$ cat config.mk
export PLATFORM = sky130hd
export DESIGN_NAME = jtpopeye_prom_we
export DESIGN_NICKNAME = d
export VERILOG_FILES = /design/src/rtl/jtpopeye_prom_we.sv
export SDC_FILE = /design/constraint.sdc
export NUM_CORES = 1
export LEC_CHECK = 0
export BUFFER_PORTS_ARGS = -buffer_cell sky130_fd_sc_hd__buf_2
export CORE_MARGIN = 10
export CORE_UTILIZATION = 50
export DETAILED_ROUTE_END_ITERATION = 7
export PLACE_DENSITY = 0.86
export SLEW_MARGIN = 15
export SYNTH_ARGS = -nofsm -noshare
export SYNTH_HDL_FRONTEND = slang
export SYNTH_SLANG_ARGS = --single-unit
$ cat constraint.sdc
create_clock -name clk -period 2.1 [get_ports clk]
set_input_delay 0.105 -clock clk [delete_from_list [all_inputs] [get_ports clk]]
set_output_delay 0.105 -clock clk [all_outputs]
set_load 0.01 [all_outputs]
$ cat src/rtl/jtpopeye_prom_we.sv
// -----------------------------------------------------------------------------
// jtpopeye_prom_we
//
// Splits the byte stream coming from the frame's ROM downloader into two
// destinations:
//   * bytes whose address falls inside [PROM_START, PROM_END] are written
//     straight into one of four on-chip 256-byte PROMs (one-cycle strobe);
//   * all other bytes become byte-masked 16-bit SDRAM write requests that
//     are held until the SDRAM controller acknowledges them.
// A one-entry skid buffer absorbs a byte that arrives while an SDRAM write
// is still outstanding. A byte that cannot be held is dropped and flagged
// through the sticky overflow output. When the download ends, dl_done
// pulses once after every accepted SDRAM write has been committed.
//
// Ports
//   clk, rst_n          system clock, asynchronous active-low reset
//   downloading         ROM download in progress
//   ioctl_addr/data/wr  downloaded byte and its one-cycle strobe
//   prog_addr/data/mask SDRAM word address, byte, active-low byte enables
//   prog_we / prog_ack  SDRAM write request (held) and its done pulse
//   prom_we/addr/data   one-hot PROM write strobe, PROM byte address, byte
//   dl_done             one-cycle pulse: download over, all writes done
//   overflow            sticky: an ioctl byte had to be dropped
// -----------------------------------------------------------------------------
module jtpopeye_prom_we #(
  parameter logic [21:0] PROM_START = 22'h0_F000,
  parameter logic [21:0] PROM_END   = 22'h0_F3FF
) (
  input  logic        clk,
  input  logic        rst_n,
  input  logic        downloading,
  input  logic [21:0] ioctl_addr,
  input  logic [7:0]  ioctl_data,
  input  logic        ioctl_wr,
  output logic [21:0] prog_addr,
  output logic [7:0]  prog_data,
  output logic [1:0]  prog_mask,
  output logic        prog_we,
  input  logic        prog_ack,
  output logic [3:0]  prom_we,
  output logic [7:0]  prom_addr,
  output logic [7:0]  prom_data,
  output logic        dl_done,
  output logic        overflow
);

  typedef enum logic [1:0] {
    ST_IDLE  = 2'd0,
    ST_WRITE = 2'd1,
    ST_GAP   = 2'd2
  } state_t;

  // Active-low byte enable for a byte address: odd bytes sit in the high lane.
  function automatic logic [1:0] lane_mask(input logic odd);
    lane_mask = odd ? 2'b01 : 2'b10;
  endfunction

  // One-hot PROM select from the two bank bits of the PROM offset.
  function automatic logic [3:0] prom_sel(input logic [1:0] bank);
    prom_sel = 4'b0001 << bank;
  endfunction

  // ---------------------------------------------------------------------------
  // State
  // ---------------------------------------------------------------------------
  state_t      state_q,     state_d;
  logic        buf_valid_q, buf_valid_d;
  logic [21:0] buf_addr_q,  buf_addr_d;
  logic [7:0]  buf_data_q,  buf_data_d;
  logic [1:0]  buf_mask_q,  buf_mask_d;

  logic [21:0] prog_addr_q, prog_addr_d;
  logic [7:0]  prog_data_q, prog_data_d;
  logic [1:0]  prog_mask_q, prog_mask_d;
  logic        prog_we_q,   prog_we_d;

  logic [3:0]  prom_we_q,   prom_we_d;
  logic [7:0]  prom_addr_q, prom_addr_d;
  logic [7:0]  prom_data_q, prom_data_d;

  logic        dl_prev_q,   dl_prev_d;
  logic        armed_q,     armed_d;
  logic        dl_done_q,   dl_done_d;
  logic        overflow_q,  overflow_d;

  // ---------------------------------------------------------------------------
  // Input decode
  // ---------------------------------------------------------------------------
  logic        wr_s;
  logic        in_prom_s;
  logic        sd_wr_s;
  logic [9:0]  prom_off_s;
  logic [21:0] new_addr_s;
  logic [1:0]  new_mask_s;
  logic        dl_rise_s;
  logic        dl_fall_s;
  logic        direct_s;
  logic        drop_s;

  assign wr_s       = ioctl_wr & downloading;
  assign in_prom_s  = (ioctl_addr >= PROM_START) && (ioctl_addr <= PROM_END);
  assign sd_wr_s    = wr_s & ~in_prom_s;
  assign prom_off_s = 10'(ioctl_addr - PROM_START);
  assign new_addr_s = {1'b0, ioctl_addr[21:1]};
  assign new_mask_s = lane_mask(ioctl_addr[0]);
  assign dl_rise_s  = downloading & ~dl_prev_q;
  assign dl_fall_s  = ~downloading & dl_prev_q;

  // PROM path: a single-cycle strobe, address and data follow the strobe.
  always_comb begin
    prom_we_d   = 4'b0000;
    prom_addr_d = prom_addr_q;
    prom_data_d = prom_data_q;
    if (wr_s && in_prom_s) begin
      prom_we_d   = prom_sel(prom_off_s[9:8]);
      prom_addr_d = prom_off_s[7:0];
      prom_data_d = ioctl_data;
    end else begin
      prom_we_d   = 4'b0000;
    end
  end

  // SDRAM write engine: next state, held request and skid buffer.
  always_comb begin
    state_d     = state_q;
    prog_addr_d = prog_addr_q;
    prog_data_d = prog_data_q;
    prog_mask_d = prog_mask_q;
    prog_we_d   = prog_we_q;
    buf_valid_d = buf_valid_q;
    buf_addr_d  = buf_addr_q;
    buf_data_d  = buf_data_q;
    buf_mask_d  = buf_mask_q;
    direct_s    = 1'b0;
    drop_s      = 1'b0;

    case (state_q)
      ST_IDLE: begin
        if (buf_valid_q) begin
          // A byte captured during the last GAP cycle is issued first.
          state_d     = ST_WRITE;
          prog_we_d   = 1'b1;
          prog_addr_d = buf_addr_q;
          prog_data_d = buf_data_q;
          prog_mask_d = buf_mask_q;
          buf_valid_d = 1'b0;
        end else if (sd_wr_s) begin
          state_d     = ST_WRITE;
          prog_we_d   = 1'b1;
          prog_addr_d = new_addr_s;
          prog_data_d = ioctl_data;
          prog_mask_d = new_mask_s;
          direct_s    = 1'b1;
        end else begin
          prog_we_d   = 1'b0;
        end
      end
      ST_WRITE: begin
        if (prog_ack) begin
          state_d   = ST_GAP;
          prog_we_d = 1'b0;
        end else begin
          prog_we_d = 1'b1;
        end
      end
      ST_GAP: begin
        if (buf_valid_q) begin
          state_d     = ST_WRITE;
          prog_we_d   = 1'b1;
          prog_addr_d = buf_addr_q;
          prog_data_d = buf_data_q;
          prog_mask_d = buf_mask_q;
          buf_valid_d = 1'b0;
        end else begin
          state_d   = ST_IDLE;
          prog_we_d = 1'b0;
        end
      end
      default: begin
        state_d   = ST_IDLE;
        prog_we_d = 1'b0;
      end
    endcase

    // A byte not issued directly goes to the skid buffer if it was empty at
    // this edge; a full buffer (even one being drained now) drops the byte.
    if (sd_wr_s && !direct_s) begin
      if (buf_valid_q) begin
        drop_s = 1'b1;
      end else begin
        buf_valid_d = 1'b1;
        buf_addr_d  = new_addr_s;
        buf_data_d  = ioctl_data;
        buf_mask_d  = new_mask_s;
      end
    end else begin
      drop_s = 1'b0;
    end
  end

  // Download bookkeeping: overflow flag and end-of-download completion.
  always_comb begin
    dl_prev_d  = downloading;
    overflow_d = overflow_q;
    armed_d    = armed_q;
    dl_done_d  = 1'b0;

    // A new download starts with a clean flag; a drop in the same cycle wins.
    if (dl_rise_s) begin
      overflow_d = 1'b0;
    end else begin
      overflow_d = overflow_q;
    end
    if (drop_s) begin
      overflow_d = 1'b1;
    end else begin
      overflow_d = overflow_d;
    end

    if (dl_fall_s) begin
      armed_d = 1'b1;
    end else if (dl_rise_s) begin
      armed_d = 1'b0;
    end else if (armed_q && (state_q == ST_IDLE) && !buf_valid_q) begin
      dl_done_d = 1'b1;
      armed_d   = 1'b0;
    end else begin
      armed_d   = armed_q;
    end
  end

  // State and output registers.
  always_ff @(posedge clk or negedge rst_n) begin
    if (!rst_n) begin
      state_q     <= ST_IDLE;
      buf_valid_q <= 1'b0;
      buf_addr_q  <= 22'd0;
      buf_data_q  <= 8'd0;
      buf_mask_q  <= 2'b11;
      prog_addr_q <= 22'd0;
      prog_data_q <= 8'd0;
      prog_mask_q <= 2'b11;
      prog_we_q   <= 1'b0;
      prom_we_q   <= 4'b0000;
      prom_addr_q <= 8'd0;
      prom_data_q <= 8'd0;
      dl_prev_q   <= 1'b0;
      armed_q     <= 1'b0;
      dl_done_q   <= 1'b0;
      overflow_q  <= 1'b0;
    end else begin
      state_q     <= state_d;
      buf_valid_q <= buf_valid_d;
      buf_addr_q  <= buf_addr_d;
      buf_data_q  <= buf_data_d;
      buf_mask_q  <= buf_mask_d;
      prog_addr_q <= prog_addr_d;
      prog_data_q <= prog_data_d;
      prog_mask_q <= prog_mask_d;
      prog_we_q   <= prog_we_d;
      prom_we_q   <= prom_we_d;
      prom_addr_q <= prom_addr_d;
      prom_data_q <= prom_data_d;
      dl_prev_q   <= dl_prev_d;
      armed_q     <= armed_d;
      dl_done_q   <= dl_done_d;
      overflow_q  <= overflow_d;
    end
  end

  assign prog_addr = prog_addr_q;
  assign prog_data = prog_data_q;
  assign prog_mask = prog_mask_q;
  assign prog_we   = prog_we_q;
  assign prom_we   = prom_we_q;
  assign prom_addr = prom_addr_q;
  assign prom_data = prom_data_q;
  assign dl_done   = dl_done_q;
  assign overflow  = overflow_q;

endmodule

**After elaboration in Yosys (flattened, before gate mapping)**

Cells that the tools add are included.

- Bits in registers: 91
- ROM bits: 0
- Word-level logic and storage cells: 86
- Memory bits (writable): 0
- Latch bits: 0
- Memories: 0
- Input port bits: 35

- Div/mod/pow operators: 0
- Multiply operators: 0
- Shifts and indexed selects: 1
- $add $sub $neg: 1
- Bitwise gates (word level): 8
- Reductions and logical operators: 15
- Order comparisons: 2
- Muxes and demuxes: 38
- Equality and inequality tests: 5

Operators with widths:

| cell | count |
|---|---|
| 2-to-1 mux 22 bit | 3 |
| one-hot mux 22 bit (2 select lines) | 1 |
| 2-to-1 mux 8 bit | 3 |
| greater-or-equal comparator 22 x 16 -> 1 bit, second input constant | 1 |
| <= comparator 22 x 16 -> 1 bit, second input constant | 1 |
| 2-to-1 mux 1 bit | 19 |
| one-hot mux 8 bit (2 select lines) | 1 |
| 2-to-1 mux 2 bit | 7 |
| subtractor 10 x 1 -> 10 bit, second input constant | 1 |
| one-hot mux 2 bit (3 select lines) | 1 |
| logical AND 1 bit | 5 |
| AND 1 bit | 4 |
| 2-to-1 mux 4 bit | 1 |
| != test 2 bit, second input constant | 2 |
| inverter 1 bit | 4 |
| one-hot mux 2 bit (2 select lines) | 1 |
| AND reduction 2 bit | 2 |
| nonzero test 2 bit | 2 |
| left shift 1 x 2 -> 4 bit, first input constant | 1 |
| != test 3 bit, second input constant | 1 |
| one-hot mux 1 bit (3 select lines) | 1 |
| AND reduction 3 bit | 1 |
| nonzero test 3 bit | 1 |
| == test 2 x 1 -> 1 bit, second input constant | 1 |
| 4 further kinds | 5 |

**Depth between registers and ports, before layout**

Gate-level depths: netlist of run 1.

- Depth after elaboration: 11
- Mapped depth: 5
- Gate-level depth less buffers: 4

**Worst setup path after synthesis of run 1**

No wires, ideal clock.

- Path type: register to register
- From: reg state_q[0]
- To: reg prog_data_q[2] (netlist: prog_data[2])
- Setup slack: 0.459 ns
- Path buffers: 1
- Required time: 1.975 ns
- Arrival time: 1.516 ns
- Stages on the path, launching flop included: 6
- Path through: dfrtp_1 inv_1 a21oi_1 buf_2 mux2_2 mux2_2

- Word-level cells in the longest chain between the ends: 3
- Elaborated cells between the ends (all ways): 7
- Classes of those cells: eq/ne (3); mux (1); reduce/logical (3)

RTL lines:

| item | RTL line | source |
|---|---|---|
| from (decl) | 66 | `state_t state_q, state_d;` |
| from (signal assigned) | 252 | `state_q <= state_d;` |
| == test 2 bit / zero test 2 bit (equally long branches) | 137 | `case (state_q)` |
| != test 2 bit (no line), or another cell as far along | - |  |
| AND reduction 3 bit (no line) | - |  |
| to (signal assigned) | 258 | `prog_data_q <= prog_data_d;` |
| to (decl) | 73 | `logic [7:0] prog_data_q, prog_data_d;` |

Parallel ways exist; a longest one is shown, timed or not.
A chain may end at the register's enable or synchronous reset.

**Final worst setup path of run 1**

- From: in ioctl_addr[14]
- To: reg prom_we_q[0] (netlist: prom_we[0])

- Word-level cells in the longest chain between the ends: 4
- Elaborated cells between the ends (all ways): 5
- Classes of those cells: order compare (2); mux (1); reduce/logical (2)

RTL lines:

| item | RTL line | source |
|---|---|---|
| from (decl) | 32 | `input logic [21:0] ioctl_addr,` |
| greater-or-equal comparator 22 x 16 -> 1 bit / <= comparator 22 x 16 -> 1 bit (equally long branches) | 101 | `assign in_prom_s = (ioctl_addr >= PROM_START) && (ioctl_addr <= PROM_END);` |
| logical AND 1 bit * | 101 |  |
| logical AND 1 bit * | 114 | `if (wr_s && in_prom_s) begin` |
| 2-to-1 mux 4 bit * | 114 |  |
| net prom_we_d[0] | 77 | `logic [3:0] prom_we_q, prom_we_d;` |
| to (signal assigned) | 261 | `prom_we_q <= prom_we_d;` |
| to (decl) | 77 |  |

Mark *: on every way through the listed nets, which the timed path passes. The rest lies on a longest branch.

==> impl_metrics.tcl, run 1 <==
set metrics [dict create \
    worstPathMaxFanout 20 \
    netlist.area_leader.share_pct 55.2 \
    tns_ps 0 \
    period_share_pct 94.8 \
    grt_pass1_vias 2727 \
    rrSetupSlack_ps 300 \
    dr.pass1.iters 3 \
    grt_start_max_net_pins 49 \
    initial_core_util_pct 51.0 \
    vias_per_cell 5.19 \
    critPathMaxStageDelay_ps 560 \
    worst-path-stages 7 \
    drc_errors 0 \
    io_pins 90 \
    core_sq_um 7650 \
    setup_violations 0 \
    leakage_nw 2.41 \
    drt_wl_total_um 8200 \
    cp_cell_sequence "dlygate4sd3_1, buf_2, and4bb_2, nand3_2, or2_4, nor3_1, dlygate4sd3_1" \
    cts_sinks 90 \
    rsz0062_at_grt "false" \
    yosysSeqAreaShare_pct 57.9 \
    root_buffer "clkbuf_8" \
    r2r_start "state_q[0]" \
    startpoint_type "input pin" \
    irDropWorstVdd_v 0.000796 \
    ant_nets 0 \
    critPathCaptureType "register" \
    wl_per_cell_um 17.7 \
    die_area_sq_um 11700 \
    status "finished clean" \
    clk_latency_ps 350 \
    die_h_um 108 \
    hpwl_um 5880 \
    design_area_sq_um 4860 \
    dieWidth_um 108 \
    worstHoldEndpoint "prom_addr[3]" \
    drtIter0Drc 90 \
    clk_pin_slew_worst_paths_ps 90 \
    skew_ps 7.96 \
    cts_tree "done" \
    drive_gt1_share_pct 62.7 \
    grt_use_total_pct 14.4 \
    fmax_mhz 503 \
    num_vias 2406 \
    synth_seq_cells 90 \
    synthTopCellsByArea "dfrtp_1 55%, mux2_2 25%, mux2_4 6.2%, dfstp_2 2.7%, buf_6 1.4%" \
    slew_headroom_pct 59.3 \
    fin_util_pct 63.5 \
    synth_largest_area_cell "dfrtp_1" \
    synthCells 251 \
    worst_pin_slew_ps 611 \
    cp_data_required_time_ps 2390 \
    post_cts_resize_count 0 \
    antenna_found_initial 0 \
    placed_cell_area_sq_um 4500 \
    gp_congestion 0.747 \
    worst_path_most_repeated_cell "dlygate4sd3_1" \
    clk_path_buf_depth 2 \
    min_path_cells 2 \
    critPathTopFamily "buffers and inverters" \
    yosysWarnings 0 \
    period_needed_ps 1990 \
    cts-hold-fix-buffers 12 \
    cp_slowest_cell "dlygate4sd3_1" \
    drv_slew 0 \
    htree_num_levels 3 \
    post_cts_buffers 0 \
    arrival_ps 2280 \
    grt_pass1_wl_um 13400 \
    grt-ovfl-total 0 \
    worstSetupPathType "input pin to register" \
    yosysUniqueCellTypes 28 \
    synth.avg_cell_area_sq_um 15.5 \
    syn_nets 288 \
    nets 394 \
    power.density_nw_per_um2 1320 \
    hold_path.class "input pin to register" \
    cts_buffers 9 \
    min_from "ioctl_addr[3]" \
    worstReg2RegEnd "prog_addr[9]" \
    antenna_cells 0 \
    ff2ff_path_depth 5 \
    num_rows 32 \
    hold_viol 0 \
    area_growth_pct 24.6 \
    port_buffers 88 \
    syn_area_sq_um 3900 \
    cap_viol_max_count 0 \
    crit_buf_inv 3 \
]
metal layers:
metal | track usage [%] | vias up | part of all wire, %
met5 | 0 | - | 0
met4 | 5.27 | 0 | 1.3
met3 | 4.70 | 10 | 6.4
met2 | 24.9 | 57 | 51
met1 | 16.3 | 1229 | 41
li1 | - | 1110 | -
cell type report:
| type | instances | area [sq um] |
|---|---|---|
| fill | 568 | 2790 |
| sequential | 90 | 2260 |
| multi-input combinational | 140 | 1520 |
| timing repair buffer | 107 | 678 |
| clock buffer | 11 | 151 |
| tap | 102 | 128 |
| clock inverter | 5 | 85.1 |
| inverter | 9 | 33.8 |
metrics by stage:
stage	hold slack, ps	power, mW	worst slack [ps]	std cells
6_report	12.0	6.41	110	464
4_1_cts	0.122	6.51	119	464
2_1_floorplan	-191	4.27	459	251
3_3_place_gp	152	5.01	371	436
5_1_grt	1.53	6.81	10.1	464
3_5_place_dp	156	5.14	303	436
synth_stat cells:
| cell type | n |
|---|---|
| or2_4 | 1 |
| a2bb2oi_1 | 1 |
| dfstp_2 | 4 |
| nand2_1 | 2 |
| nand3_2 | 1 |
| nor2b_1 | 1 |
| nor4_1 | 1 |
| or3_1 | 1 |
| mux2_4 | 16 |
| ha_1 | 2 |
| dfrtp_1 | 86 |
| and4bb_2 | 1 |
| nand2b_1 | 2 |
| o21ai_0 | 2 |
| buf_6 | 5 |
| nor4b_2 | 2 |
| buf_4 | 1 |
| mux2_2 | 88 |
| nor3_1 | 5 |
| nor2_1 | 2 |
| a21oi_1 | 3 |
| buf_2 | 6 |
| mux2i_1 | 2 |
| conb_1 | 1 |
| a22o_1 | 4 |
| inv_1 | 9 |
| nor3_2 | 1 |
| a22oi_4 | 1 |
cells by family after synthesis:
logic type               Yosys count  synth area share (%)
buffers and inverters             21                  3.27
multiplexers                     106                  32.1
adder cells (fa/ha/maj)            2                 0.642
flip-flops                        90                  57.9
AND/OR/NAND/NOR                   20                  3.66
AO/OA/AOI/OAI                     11                  2.31
other                              1                0.0962
cell usage in the layout, fill, tap and decap left out, types with 2 or more instances in the layout:
cell,netlist,layout
a21oi_1,3,2
a22o_1,4,4
buf_12,0,5
buf_2,6,87
buf_4,1,3
bufinv_16,0,2
clkbuf_8,0,11
dfrtp_1,86,86
dfstp_2,4,4
dlygate4sd3_1,0,12
ha_1,2,2
inv_1,9,9
mux2_2,88,88
mux2_4,16,16
mux2i_1,2,2
nand2_1,2,2
nand2b_1,2,2
nor2_1,2,2
nor3_1,5,5
nor4b_2,2,2
o21ai_0,2,2
flip-flops by register name, indices dropped and copies added, names as in the netlist:
name	cells
buf_addr_q	21
prog_addr	21
buf_data_q	8
prog_data	8
prom_addr	8
prom_data	8
prom_we	4
buf_mask_q	2
prog_mask	2
state_q	2
armed_q	1
buf_valid_q	1
dl_done	1
dl_prev_q	1
overflow	1
prog_we	1
power by group:
group	internal, mW	switching, mW
clock network	0.744	0.601
logic	1.33	0.980
registers	2.42	0.339
total	4.49	1.92
how the worst max path moves through the flow:
stage	start	to
2_1_floorplan	state_q[0]	prog_data[2]
4_1_cts	ioctl_addr[14]	prom_we[0]
5_1_grt	ioctl_addr[14]	prom_we[0]
3_3_place_gp	state_q[0]	prog_addr[5]
3_5_place_dp	state_q[0]	prog_addr[9]
6_report	ioctl_addr[14]	prom_we[0]
(Power assumes the default switching activity.)
==> run 2: changes to the inputs <==
--- a/config.mk
+++ b/config.mk
@@ -8,6 +8,7 @@
 export BUFFER_PORTS_ARGS = -buffer_cell sky130_fd_sc_hd__buf_2
 export CORE_MARGIN = 10
 export CORE_UTILIZATION = 50
+export CTS_BUF_LIST = sky130_fd_sc_hd__clkbuf_16
 export DETAILED_ROUTE_END_ITERATION = 7
 export PLACE_DENSITY = 0.86
 export SLEW_MARGIN = 15
==> constraint.sdc (replaced) <==
create_clock -name clk -period 2.1 [get_ports clk]
set_input_delay 0.525 -clock clk [delete_from_list [all_inputs] [get_ports clk]]
set_output_delay 0.525 -clock clk [all_outputs]
set_load 0.01 [all_outputs]
==> impl_metrics.tcl, run 2 (synthesis results as in run 1) <==
set metrics [dict create \
    status "finished clean" \
    hold_path.class "input pin to asynchronous set/reset pin" \
    worst_pin_slew_ps 555 \
    grt_pass1_vias 2674 \
    cts_tree "done" \
    core_sq_um 7650 \
    regArea_sq_um 2260 \
    hold_viol 0 \
    worstPathMaxFanout 15 \
    cts_buffers 9 \
    leakage_nw 2.40 \
    antenna_found_initial 0 \
    post_cts_buffers 0 \
    drtIter0Drc 43 \
    num_vias 2376 \
    cts_sinks 90 \
    final_cells 453 \
    irDropWorstVdd_v 0.000764 \
    nets 383 \
    hpwl_um 6000 \
    cts-hold-fix-buffers 0 \
    num_rows 32 \
    io_pins 90 \
    num-fill-cells 596 \
    skew_ps 6.79 \
    multi_input_area_sq_um 1520 \
    fmax_mhz 553 \
    period_needed_ps 1810 \
    area_growth_pct 23.9 \
    cp_data_required_time_ps 2310 \
    pre_cts_slack_ps 29.1 \
    dr.pass1.iters 4 \
    drv_slew 0 \
    power.density_nw_per_um2 1400 \
    final_common_cell "mux2_2" \
    critPathCaptureType "register" \
    drive_gt1_share_pct 64.4 \
    worstSetupPathType "register to register" \
    tns_ps 0 \
    die_h_um 108 \
    rsz0062_at_grt "false" \
    clk_pin_slew_worst_paths_ps 60 \
    cap_viol_max_count 0 \
    wl_per_cell_um 18.3 \
    grt-ovfl-total 0 \
    vias_per_cell 5.25 \
    arrival_ps 2020 \
    clk_latency_ps 330 \
    post_cts_resize_count 0 \
    grt_pass1_wl_um 13500 \
    dieWidth_um 108 \
    htree_num_levels 3 \
    gp_congestion 0.730 \
    dp_cells 437 \
    period_share_pct 86.1 \
    setup_ws_ps 292 \
    clk_path_buf_depth 2 \
    root_buffer "clkbuf_16" \
    slew_headroom_pct 63.0 \
    setup_violations 0 \
    die_area_sq_um 11700 \
    initial_core_util_pct 51.0 \
    antenna_cells 0 \
    drt_wl_total_um 8290 \
    drc_errors 0 \
    port_buffers 88 \
    final_cell_mix "88 x mux2_2, 87 x buf_2, 86 x dfrtp_1" \
    grt_start_max_net_pins 45 \
    grt_use_total_pct 14.5 \
    startpoint_type "register" \
    ant_nets 0 \
]
## run 2: cell types whose count changed in the layout (fill, tap and decap cells not counted), sizes merged
cell / change
buf: +1
clkbuf: -2
clkinv: +1
dlygate4sd3: -12
inv: +1
## run 2: path summary, 6_finish.rpt
check                           endpoint           from  slack, ps  cells after the start
hold / removal              prom_data[0]          rst_n        180                      1
min in group clk               dl_prev_q    downloading        350                      1
setup reg to reg            prog_data[7]     state_q[0]        290                      5
max in group asynchronous   prom_data[7]          rst_n       1330                      2
hold reg to reg            buf_mask_q[1]  buf_mask_q[1]        490                      2
setup / recovery            prog_data[7]     state_q[0]        290                      5
## run 2: metrics by stage
| stage | util, % | hold WS (ps) | power [mW] | instance area, sq um |
|---|---|---|---|---|
| 4_1_cts | 63.1 | 198 | 6.85 | 4830 |
| 2_1_floorplan | - | 229 | 4.27 | 3900 |
| 5_1_grt | 63.1 | 220 | 7.15 | 4830 |
| 3_5_place_dp | 58.9 | 489 | 5.14 | 4510 |
| 3_3_place_gp | 58.9 | 469 | 5.02 | 4510 |
| 6_report | 63.1 | 177 | 6.78 | 4830 |
## run 2: layout make-up
| type | instances | area share (%) |
|---|---|---|
| well taps | 102 | 2.64 |
| inverters | 9 | 0.700 |
| clock inverters | 7 | 1.94 |
| flip-flops and latches | 90 | 46.8 |
| repair buffers | 96 | 11.7 |
| clock buffers | 9 | 4.67 |
| multi-input cells | 140 | 31.6 |
## run 2: power by group
group | internal [mW] | switching [mW]
clock | 1.04 | 0.660
sequential | 2.43 | 0.345
combinational | 1.32 | 0.985
total | 4.79 | 1.99
## run 2: metal layers
layer	vias to the layer above	routed length (um)	share of wire, %	global-route usage (%)
li1	1089	-	-	-
met1	1210	3480	42	16.6
met2	66	4140	50	24.9
met3	11	562	6.8	4.76
met4	0	112	1.4	5.46
met5	-	0	0	0
## run 2: critical path: stages, from the launching register on
cell and delay (ps):
dfrtp_1 400, inv_1 130, a21oi_4 340, buf_12 210
mux2_2 340, mux2_2 260
